$ cat config.mk
export PLATFORM = sky130hd
export DESIGN_NAME = mmio_bus_fabric
export DESIGN_NICKNAME = d
export VERILOG_FILES = /design/src/rtl/mmio_bus_fabric.sv
export SDC_FILE = /design/constraint.sdc
export NUM_CORES = 1
export LEC_CHECK = 0
export CAP_MARGIN = 0
export CORE_ASPECT_RATIO = 0.75
export CORE_MARGIN = 4
export CORE_UTILIZATION = 32
export DETAILED_ROUTE_END_ITERATION = 16
export PLACE_DENSITY = 0.76
export SKIP_CTS_REPAIR_TIMING = 1
export SYNTH_ARGS = -nofsm -noshare
export SYNTH_HDL_FRONTEND = slang
export SYNTH_SLANG_ARGS = --single-unit
$ cat constraint.sdc
create_clock -name i_clk -period 1.6 [get_ports i_clk]
set_input_delay 0.32 -clock i_clk [delete_from_list [all_inputs] [get_ports i_clk]]
set_output_delay 0.32 -clock i_clk [all_outputs]
set_load 0.02 [all_outputs]
$ cat src/rtl/mmio_bus_fabric.sv
// Registered, handshaked MMIO interconnect: decodes the CPU data port onto NUM_SLAVES regions
// with per-slave wait states, a bounded access timeout and decode-error responses.
module mmio_bus_fabric #(
  parameter int ADDR_W     = 10,
  parameter int DATA_W     = 32,
  parameter int NUM_SLAVES = 4,
  parameter int TIMEOUT    = 16
) (
  input  logic                         i_clk,
  input  logic                         i_rst_n,
  input  logic                         i_m_req,
  input  logic                         i_m_write,
  input  logic [ADDR_W-1:0]            i_m_addr,
  input  logic [3:0]                   i_m_width,
  input  logic [DATA_W-1:0]            i_m_wdata,
  output logic [DATA_W-1:0]            o_m_rdata,
  output logic                         o_m_ready,
  output logic                         o_m_err,
  output logic [NUM_SLAVES-1:0]        o_s_sel,
  output logic                         o_s_write,
  output logic [ADDR_W-1:0]            o_s_addr,
  output logic [3:0]                   o_s_width,
  output logic [DATA_W-1:0]            o_s_wdata,
  input  logic [NUM_SLAVES*DATA_W-1:0] i_s_rdata,
  input  logic [NUM_SLAVES-1:0]        i_s_ready
);

  localparam int SEL_W = $clog2(NUM_SLAVES);
  localparam int CNT_W = $clog2(TIMEOUT);
  localparam logic [NUM_SLAVES-1:0] ONE_HOT_BASE = NUM_SLAVES'(1);

  typedef enum logic [1:0] {
    IDLE   = 2'd0,
    ACCESS = 2'd1,
    RESP   = 2'd2
  } state_t;

  state_t r_state;
  state_t w_next;

  logic [SEL_W-1:0]  r_idx;
  logic              r_write;
  logic [ADDR_W-1:0] r_addr;
  logic [3:0]        r_width;
  logic [DATA_W-1:0] r_wdata;
  logic [DATA_W-1:0] r_rdata;
  logic              r_err;
  logic [CNT_W-1:0]  r_cnt;

  logic [SEL_W-1:0]  w_req_idx;
  logic              w_req_ok;
  logic              w_slv_ready;
  logic [DATA_W-1:0] w_slv_rdata;
  logic              w_timeout;

  // Only the selected slave's ready/data are observed; the others are don't-care.
  assign w_req_idx   = i_m_addr[ADDR_W-1 -: SEL_W];
  assign w_req_ok    = (32'(w_req_idx) < 32'(NUM_SLAVES));
  assign w_slv_ready = i_s_ready[r_idx];
  assign w_slv_rdata = i_s_rdata[r_idx*DATA_W +: DATA_W];
  assign w_timeout   = (r_cnt == CNT_W'(TIMEOUT - 1));

  always_ff @(posedge i_clk) begin
    if (!i_rst_n) begin
      r_state <= IDLE;
    end else begin
      r_state <= w_next;
    end
  end

  always_comb begin
    w_next = r_state;
    case (r_state)
      IDLE: begin
        if (i_m_req) begin
          w_next = w_req_ok ? ACCESS : RESP;
        end
      end
      ACCESS: begin
        if (w_slv_ready || w_timeout) begin
          w_next = RESP;
        end
      end
      RESP:    w_next = IDLE;
      default: w_next = IDLE;
    endcase
  end

  // Request latch, wait counter and response capture; ready beats timeout in the same cycle.
  always_ff @(posedge i_clk) begin
    if (!i_rst_n) begin
      r_idx   <= '0;
      r_write <= 1'b0;
      r_addr  <= '0;
      r_width <= '0;
      r_wdata <= '0;
      r_rdata <= '0;
      r_err   <= 1'b0;
      r_cnt   <= '0;
    end else begin
      case (r_state)
        IDLE: begin
          if (i_m_req) begin
            r_idx   <= w_req_idx;
            r_write <= i_m_write;
            r_addr  <= {{SEL_W{1'b0}}, i_m_addr[ADDR_W-SEL_W-1:0]};
            r_width <= i_m_width;
            r_wdata <= i_m_wdata;
            r_cnt   <= '0;
            if (!w_req_ok) begin
              r_err   <= 1'b1;
              r_rdata <= '0;
            end
          end
        end
        ACCESS: begin
          if (w_slv_ready) begin
            r_err   <= 1'b0;
            r_rdata <= r_write ? '0 : w_slv_rdata;
          end else if (w_timeout) begin
            r_err   <= 1'b1;
            r_rdata <= '0;
          end else begin
            r_cnt <= r_cnt + 1'b1;
          end
        end
        default: ;
      endcase
    end
  end

  always_comb begin
    o_m_ready = (r_state == RESP);
    o_m_err   = (r_state == RESP) && r_err;
    o_m_rdata = r_rdata;
    o_s_sel   = '0;
    o_s_write = 1'b0;
    o_s_addr  = r_addr;
    o_s_width = r_width;
    o_s_wdata = r_wdata;
    if (r_state == ACCESS) begin
      o_s_sel   = ONE_HOT_BASE << r_idx;
      o_s_write = r_write;
    end
  end

endmodule

==> impl_metrics.tcl, run 1 <==
set metrics [dict create \
    p_switching_uw 1570 \
    netlist.top_cell.by_area "dfxtp_1" \
    grt_overflow 0 \
    ys_seq_area_frac 0.436 \
    root_buffer "clkbuf_16" \
    critPathTopFamily "buffers and inverters" \
    ys_warn_count 0 \
    fin_crit_sh 1.06 \
    clock_sinks 86 \
    wl_per_cell_microns 16.8 \
    power_density_nw_per_um2 831 \
    fin_util 0.627 \
    clk-insertion-delay-late_ns 0.33 \
    critical_path.cell_chain "clkdlybuf4s50_1, mux4_2, or3b_4, clkbuf_16, o22ai_1" \
    synth_area_leaders "dfxtp_1 44%, mux4_2 19%, nand2_1 12%" \
    min_period_ns 1.69 \
    synthTopCellsByCount "130 x nand2_1, 86 x dfxtp_1, 48 x a21oi_1, 35 x inv_1, 33 x mux4_2" \
    p_seq_frac 0.381 \
    syn_area_sq_um 3950 \
    rsz0062_at_grt "yes" \
    port-buffer-count 264 \
    io_pins 267 \
    violations "negative setup slack" \
    grt_pass1_vias 4312 \
    rows 34 \
    slew_viol_final 0 \
    cts_max_level 3 \
    dieWidth_microns 136 \
    grt_max_degree 48 \
    n_antenna_cell 0 \
    wirelength_mm 14.5 \
    slowest_delay_ns 0.46 \
    antenna_found_initial 0 \
    switching_share 0.255 \
    synth_edf_count 0 \
    gr-usage-all-layers 0.186 \
    hold_path.class "primary input to flop" \
    synthToLayoutAreaGrowth_pct 87.8 \
    async_flop_share 0 \
    die_h_microns 104 \
    crit_type "primary input to flop" \
    fin_skew_ns 0.00583 \
    fin_nets 880 \
    fin_total_pwr_uw 6150 \
    fin_hold_ws_ns 0.338 \
    outcome "finished, violations left" \
    synth_top_area_share 0.436 \
    post-synth-top-count-cell "nand2_1" \
    drive_above_1_share 0.130 \
    syn_area_per_cell_sq_um 9.05 \
    core_area_sq_um 11800 \
    drc 0 \
    ant_nets 0 \
    setup_viol 37 \
    num-fill-cells 970 \
    fin_ws_ns -0.0927 \
    leakage_uw 0.00404 \
    critPathCaptureType "flop" \
    cap_violations 0 \
    avgViaCountPerCell 4.83 \
    cts_buffer_depth 2 \
    worstPathMaxFanout 16 \
    drtIter0Drc 184 \
    p_clk_frac 0.366 \
    place_ws_ns -0.409 \
    critPathSlowestCell "clkdlybuf4s50_1" \
    max_freq_mhz 591 \
    p_int_uw 4590 \
    grt_pass1_wl_mm 21.5 \
    start_kind "primary input" \
    worstPathArrival_ns 1.94 \
    path_buf_inv 2 \
    required_ns 1.85 \
    p_comb_frac 0.253 \
    cts_tree "done" \
    ys.flop_type "dfxtp_1" \
    start_util 0.334 \
    first_pass_iters 6 \
    ys_types 31 \
    cts.clk_slew.worst_paths_ns 0.06 \
    hold_viol 0 \
    ys_ff_latch 86 \
    dieArea_sq_um 14200 \
    cts_buffers 9 \
    hpwlAfterDp_mm 11.1 \
    finalWeightedCongestion 0.837 \
    syn_inst 436 \
    ir_drop_v 0.000604 \
    via_count 4177 \
]
==> placed cells by master, fill, tap and decap left out, types with 4 or more instances in the layout <==
cell,n
a21oi_1,48
buf_12,5
buf_4,17
clkbuf_16,10
clkbuf_2,4
clkdlybuf4s50_1,180
dfxtp_1,83
dlymetal6s2s_1,76
inv_1,35
mux4_2,33
nand2_1,130
nor2_1,5
o22ai_1,29
==> registers in the layout, summed over array words and instances (netlist names) <==
| name | count |
|---|---|
| o_m_rdata | 32 |
| o_s_addr | 8 |
| o_s_wdata | 32 |
| o_s_width | 4 |
| r_cnt | 4 |
| r_err | 1 |
| r_idx | 2 |
| r_state | 2 |
| r_write | 1 |
==> metrics by stage <==
stage	instance area, sq um	std cells	TNS [ns]
2_1_floorplan	3960	437	-1.65
3_3_place_gp	6850	847	-16.64
3_5_place_dp	6850	847	-19.21
4_1_cts	7170	863	-6.56
5_1_grt	7410	864	-3.95
6_report	7410	864	-2.59
==> final timing paths <==
check | start | to | slack [ns] | cells after the start
setup reg to reg | r_idx[0] | o_m_rdata[9] | -0.09 | 4
hold reg to reg | o_s_wdata[4] | o_s_wdata[4] | 0.45 | 2
hold / removal | i_rst_n | r_state[0] | 0.34 | 2
setup / recovery | i_s_ready[0] | o_m_rdata[9] | -0.09 | 5
==> power groups by stage <==
stage	clock network [uW]	registers, uW	logic, uW
floorplan	0	2540	543
global placement	0	2390	1540
detailed placement	0	2400	1570
CTS	2300	2350	1580
global route	2400	2360	1670
finish	2250	2340	1560
==> layer usage <==
layer | part of all wire | track usage | vias to the layer above
li1 | - | - | 2017
met2 | 0.51 | 0.339 | 164
met1 | 0.40 | 0.213 | 1982
met5 | 0 | 0 | -
met3 | 0.084 | 0.0638 | 14
met4 | 0.0091 | 0.0309 | 0
==> kinds of logic after synthesis <==
group | share of synthesized area
AOI/OAI and AO/OA | 0.131
adders and majority gates | 0.00317
buffers and inverters | 0.0777
DFF | 0.436
muxes | 0.188
other | 0.000951
and+or+nand+nor | 0.163
==> cell type report <==
cell class | count | area, sq um | area share
multi-input combinational | 279 | 1970 | 0.266
tap | 162 | 203 | 0.0274
timing repair buffer | 286 | 3050 | 0.412
clock buffer | 11 | 243 | 0.0328
sequential | 86 | 1730 | 0.233
clock inverter | 5 | 82.6 | 0.0111
inverter | 35 | 131 | 0.0177
(Power assumes the default switching activity.)
==> inputs of run 2 (changes only) <==
--- a/config.mk
+++ b/config.mk
@@ -10,6 +10,7 @@
 export CORE_MARGIN = 4
 export CORE_UTILIZATION = 32
 export DETAILED_ROUTE_END_ITERATION = 16
+export MAX_ROUTING_LAYER = met4
 export PLACE_DENSITY = 0.76
 export SKIP_CTS_REPAIR_TIMING = 1
 export SYNTH_ARGS = -nofsm -noshare
==> run 2 against run 1 <==
Compared with the run above:
- the flow still finishes with violations (negative setup slack)
- global-route usage grew 0.52 points
- largest cell class unchanged
- highest routed layer unchanged
- cell count is the same
- sequential power is essentially flat
- largest power group unchanged
- design area is the same
==> impl_metrics.tcl, run 2 (synthesized netlist as in run 1, its figures left out) <==
set metrics [dict create \
    num-fill-cells 970 \
    seqCellArea_sq_um 1730 \
    met1Wirelength_mm 5.80 \
    drc 0 \
    wl_met3_mm 1.17 \
    ant_nets 0 \
    antenna_found_initial 0 \
    place_ws_ns -0.409 \
    critPathCaptureType "flop" \
    rr_worst_depth 4 \
    cts.clk_slew.worst_paths_ns 0.06 \
    violations "negative setup slack" \
    grt_pass1_vias 4327 \
    ir_drop_v 0.000602 \
    rows 34 \
    slew_viol_final 0 \
    start_util 0.334 \
    dieWidth_microns 136 \
    hold_path.class "primary input to flop" \
    worstPathMaxFanout 16 \
    grt_overflow 0 \
    dr_wl_met2_mm 7.41 \
    synthToLayoutAreaGrowth_pct 87.8 \
    layout_common_cells "180 x clkdlybuf4s50_1, 130 x nand2_1, 83 x dfxtp_1" \
    min_path_cells 2 \
    finalWeightedCongestion 0.850 \
    hold_viol 0 \
    finalSetupTns_ns -2.39 \
    worstPathArrival_ns 1.94 \
    outcome "finished, violations left" \
    wl_per_cell_microns 16.8 \
    avgViaCountPerCell 4.84 \
    fin_crit_sh 1.06 \
    cts_buffer_depth 2 \
    via_count 4182 \
    gr-usage-all-layers 0.192 \
    cts_max_level 3 \
    hpwlAfterDp_mm 11.1 \
    max_freq_mhz 591 \
    fin_ws_ns -0.0933 \
    multiInputGateArea_sq_um 1970 \
    clock_sinks 86 \
    power_density_nw_per_um2 830 \
    fin_area_sq_um 7410 \
    clk-insertion-delay-late_ns 0.33 \
    min_period_ns 1.69 \
    first_pass_iters 4 \
    cap_violations 0 \
    leakage_uw 0.00404 \
    wirelength_mm 14.5 \
    top_layer "met4" \
    drtIter0Drc 156 \
    die_h_microns 104 \
    start_kind "primary input" \
    rsz0062_at_grt "yes" \
    placed_cell_area_sq_um 6850 \
    required_ns 1.85 \
    drive_above_1_share 0.130 \
    dieArea_sq_um 14200 \
    core_area_sq_um 11800 \
    layout_commonest_cell "clkdlybuf4s50_1" \
    grt_max_degree 48 \
    grt_pass1_wl_mm 21.4 \
    fin_skew_ns 0.00552 \
    root_buffer "clkbuf_16" \
    setup_viol 37 \
    cts_tree "done" \
    port-buffer-count 264 \
    crit_type "primary input to flop" \
    fin_nets 880 \
    n_antenna_cell 0 \
    io_pins 267 \
    cts_buffers 9 \
]
==> run 2: cell counts in the layout (fill, tap and decap cells not counted) <==
Identical to the previous run, type by type.
==> run 2: through the flow <==
| stage | utilization | hold WS, ns | power, uW | std cells |
|---|---|---|---|---|
| after floorplan | - | 0.441 | 3080 | 437 |
| after global placement | 0.579 | 0.441 | 3930 | 847 |
| after detailed placement | 0.579 | 0.447 | 3960 | 847 |
| after CTS | 0.606 | 0.302 | 6230 | 863 |
| after global routing | 0.627 | 0.326 | 6430 | 864 |
| final | 0.627 | 0.339 | 6150 | 864 |
==> run 2: where the power goes <==
group          leakage [uW]  switching (uW)  internal (uW)  total [uW]
Clock              0.000160             829           1410        2240
Combinational       0.00318             663            898        1560
Sequential         0.000704            69.6           2270        2340
Total               0.00404            1560           4590        6150
==> run 2: worst paths after layout <==
path	from	end	slack, ns
worst max-delay path	i_s_ready[0]	o_m_rdata[9]	-0.09
worst min-delay path	i_rst_n	r_state[0]	0.34
worst max register to register	r_idx[0]	o_m_rdata[9]	-0.09
worst min register to register	o_s_wdata[4]	o_s_wdata[4]	0.45
==> run 2: layout make-up <==
type                            count  share of cell area
Timing Repair Buffer              286               0.412
Multi-Input combinational cell    279               0.266
Sequential cell                    86               0.233
Clock buffer                       11              0.0328
Tap cell                          162              0.0274
Inverter                           35              0.0177
Clock inverter                      5              0.0111
==> run 2: layer usage <==
metal | vias up | GRT usage
li1 | 2017 | -
met3 | 12 | 0.0561
met2 | 168 | 0.339
met4 | 0 | 0.0309
met5 | - | -
met1 | 1985 | 0.218
==> run 2: worst max-delay path, stage by stage <==
cell,delay [ns]
clkdlybuf4s50_1,0.46
mux4_2,0.34
or3b_4,0.44
clkbuf_16,0.20
o22ai_1,0.17
==> inputs of run 3 (changes only) <==
--- a/config.mk
+++ b/config.mk
@@ -8,10 +8,10 @@
 export CAP_MARGIN = 0
 export CORE_ASPECT_RATIO = 0.75
 export CORE_MARGIN = 4
-export CORE_UTILIZATION = 32
+export CORE_UTILIZATION = 36
 export DETAILED_ROUTE_END_ITERATION = 16
 export MAX_ROUTING_LAYER = met4
-export PLACE_DENSITY = 0.76
+export PLACE_DENSITY = 0.81
 export SKIP_CTS_REPAIR_TIMING = 1
 export SYNTH_ARGS = -nofsm -noshare
 export SYNTH_HDL_FRONTEND = slang
==> constraint.sdc (replaced) <==
create_clock -name i_clk -period 1.9 [get_ports i_clk]
set_input_delay 0.38 -clock i_clk [delete_from_list [all_inputs] [get_ports i_clk]]
set_output_delay 0.38 -clock i_clk [all_outputs]
set_load 0.02 [all_outputs]
==> run 3 against run 2 <==
Compared with the run above:
- the run now ends clean
- register-to-register slack improved by 0.26 ns
- design area fell by 3.8%
- cell count fell by 3.4%
- critical path depth fell by 1
- non-clock buffer count fell by 3
- core utilization rose by 5.3 points
- sequential cell count did not move
- via count fell by 1.0%
- wire length fell by 6.2%
- critical path type is now flop to output pin
- largest power group unchanged
==> impl_metrics.tcl, run 3 (synthesized netlist as in run 1, its figures left out) <==
set metrics [dict create \
    reg2reg_setup_slack_ns 0.17 \
    fin_crit_sh 0.932 \
    finalWeightedCongestion 0.894 \
    hp-start "o_s_wdata[14]" \
    dieWidth_microns 129 \
    synthToLayoutAreaGrowth_pct 80.7 \
    hold_viol 0 \
    slew_viol_final 0 \
    start_kind "flop" \
    core_area_sq_um 10500 \
    r2r_start "r_idx[0]" \
    min_path_cells 2 \
    power_density_nw_per_um2 729 \
    rsz0062_at_grt "no" \
    cts_max_level 3 \
    grt_max_degree 47 \
    grt_pass1_vias 4395 \
    hold_path.class "flop to flop" \
    fin_area_sq_um 7130 \
    die_h_microns 98.7 \
    clock_sinks 86 \
    worstPathArrival_ns 1.39 \
    rows 32 \
    reg2reg_to "r_cnt[1]" \
    avgViaCountPerCell 4.96 \
    crit_type "flop to output pin" \
    port-buffer-count 264 \
    num-fill-cells 832 \
    wl_per_cell_microns 16.3 \
    fin_skew_ns 0.00923 \
    root_buffer "clkbuf_16" \
    gr-usage-all-layers 0.213 \
    cts_tree "done" \
    first_pass_iters 5 \
    grt_overflow 0 \
    antenna_found_initial 0 \
    max_freq_mhz 565 \
    placed_cell_area_sq_um 6770 \
    ant_nets 0 \
    layout_commonest_cell "clkdlybuf4s50_1" \
    cap_violations 0 \
    required_ns 1.52 \
    dieArea_sq_um 12700 \
    cts_buffer_depth 2 \
    outcome "finished clean" \
    rr_worst_depth 3 \
    setup_viol 0 \
    fin_hold_ws_ns 0.452 \
    grt_pass1_wl_mm 20.9 \
    leakage_uw 0.00282 \
    worstPathMaxFanout 5 \
    cts_buffers 9 \
    clk-insertion-delay-late_ns 0.33 \
    drtIter0Drc 178 \
    drive_above_1_share 0.102 \
    critPathCaptureType "output pin" \
    start_util 0.376 \
    wirelength_mm 13.6 \
    min_to "o_s_wdata[14]" \
    hpwlAfterDp_mm 10.8 \
    fin_nets 877 \
    drc 0 \
    min_period_ns 1.77 \
    n_antenna_cell 0 \
    cts.clk_slew.worst_paths_ns 0.06 \
    io_pins 267 \
    ir_drop_v 0.000371 \
    layout_common_cells "257 x clkdlybuf4s50_1, 130 x nand2_1, 84 x dfxtp_1" \
    via_count 4139 \
    finalSetupTns_ns 0 \
]
[run 3: where the power goes]
part           internal [uW]  total [uW]  switching, uW
clock                   1230        1930            695
sequential              1920        1980           60.9
combinational            754        1290            540
total                   3900        5200           1300
[run 3: worst max-delay path by stage]
stage	end	slack [ns]	startpoint
4_1_cts	o_s_sel[0]	-0.33	r_state[0]
5_1_grt	o_m_err	0.03	r_state[1]
2_1_floorplan	o_s_sel[0]	0.16	r_state[0]
3_5_place_dp	r_cnt[1]	-0.21	i_s_ready[3]
3_3_place_gp	r_cnt[1]	-0.19	i_s_ready[3]
6_report	o_m_err	0.13	r_state[1]
[run 3: critical path: stages, from the launching register on]
cell and delay [ns]:
dfxtp_1 0.35, buf_4 0.14, nor2b_1 0.17, and2_1 0.14, dlymetal6s2s_1 0.26
[run 3: metrics by stage]
step | utilization | worst slack [ns] | cells | power [uW]
after floorplan | - | 0.165 | 437 | 2590
after global placement | 0.646 | -0.190 | 819 | 3280
after detailed placement | 0.646 | -0.208 | 819 | 3320
after CTS | 0.678 | -0.331 | 835 | 5260
after global routing | 0.680 | 0.0277 | 835 | 5430
final | 0.680 | 0.130 | 835 | 5200
[run 3: per-layer routing]
layer  up-vias  part of all wire  GRT usage
met3        29             0.077     0.0574
met2       186              0.50      0.369
li1       2009                 -          -
met1      1915              0.40      0.237
met5         -                 0          -
met4         0             0.026     0.0759
[run 3: layout make-up]
class,instances,area [sq um],area share
timing repair buffer,283,2840,0.398
multi-input combinational,279,1930,0.270
sequential,86,1720,0.242
clock buffer,12,256,0.0360
tap,136,170,0.0239
inverter,35,131,0.0184
clock inverter,4,77.6,0.0109
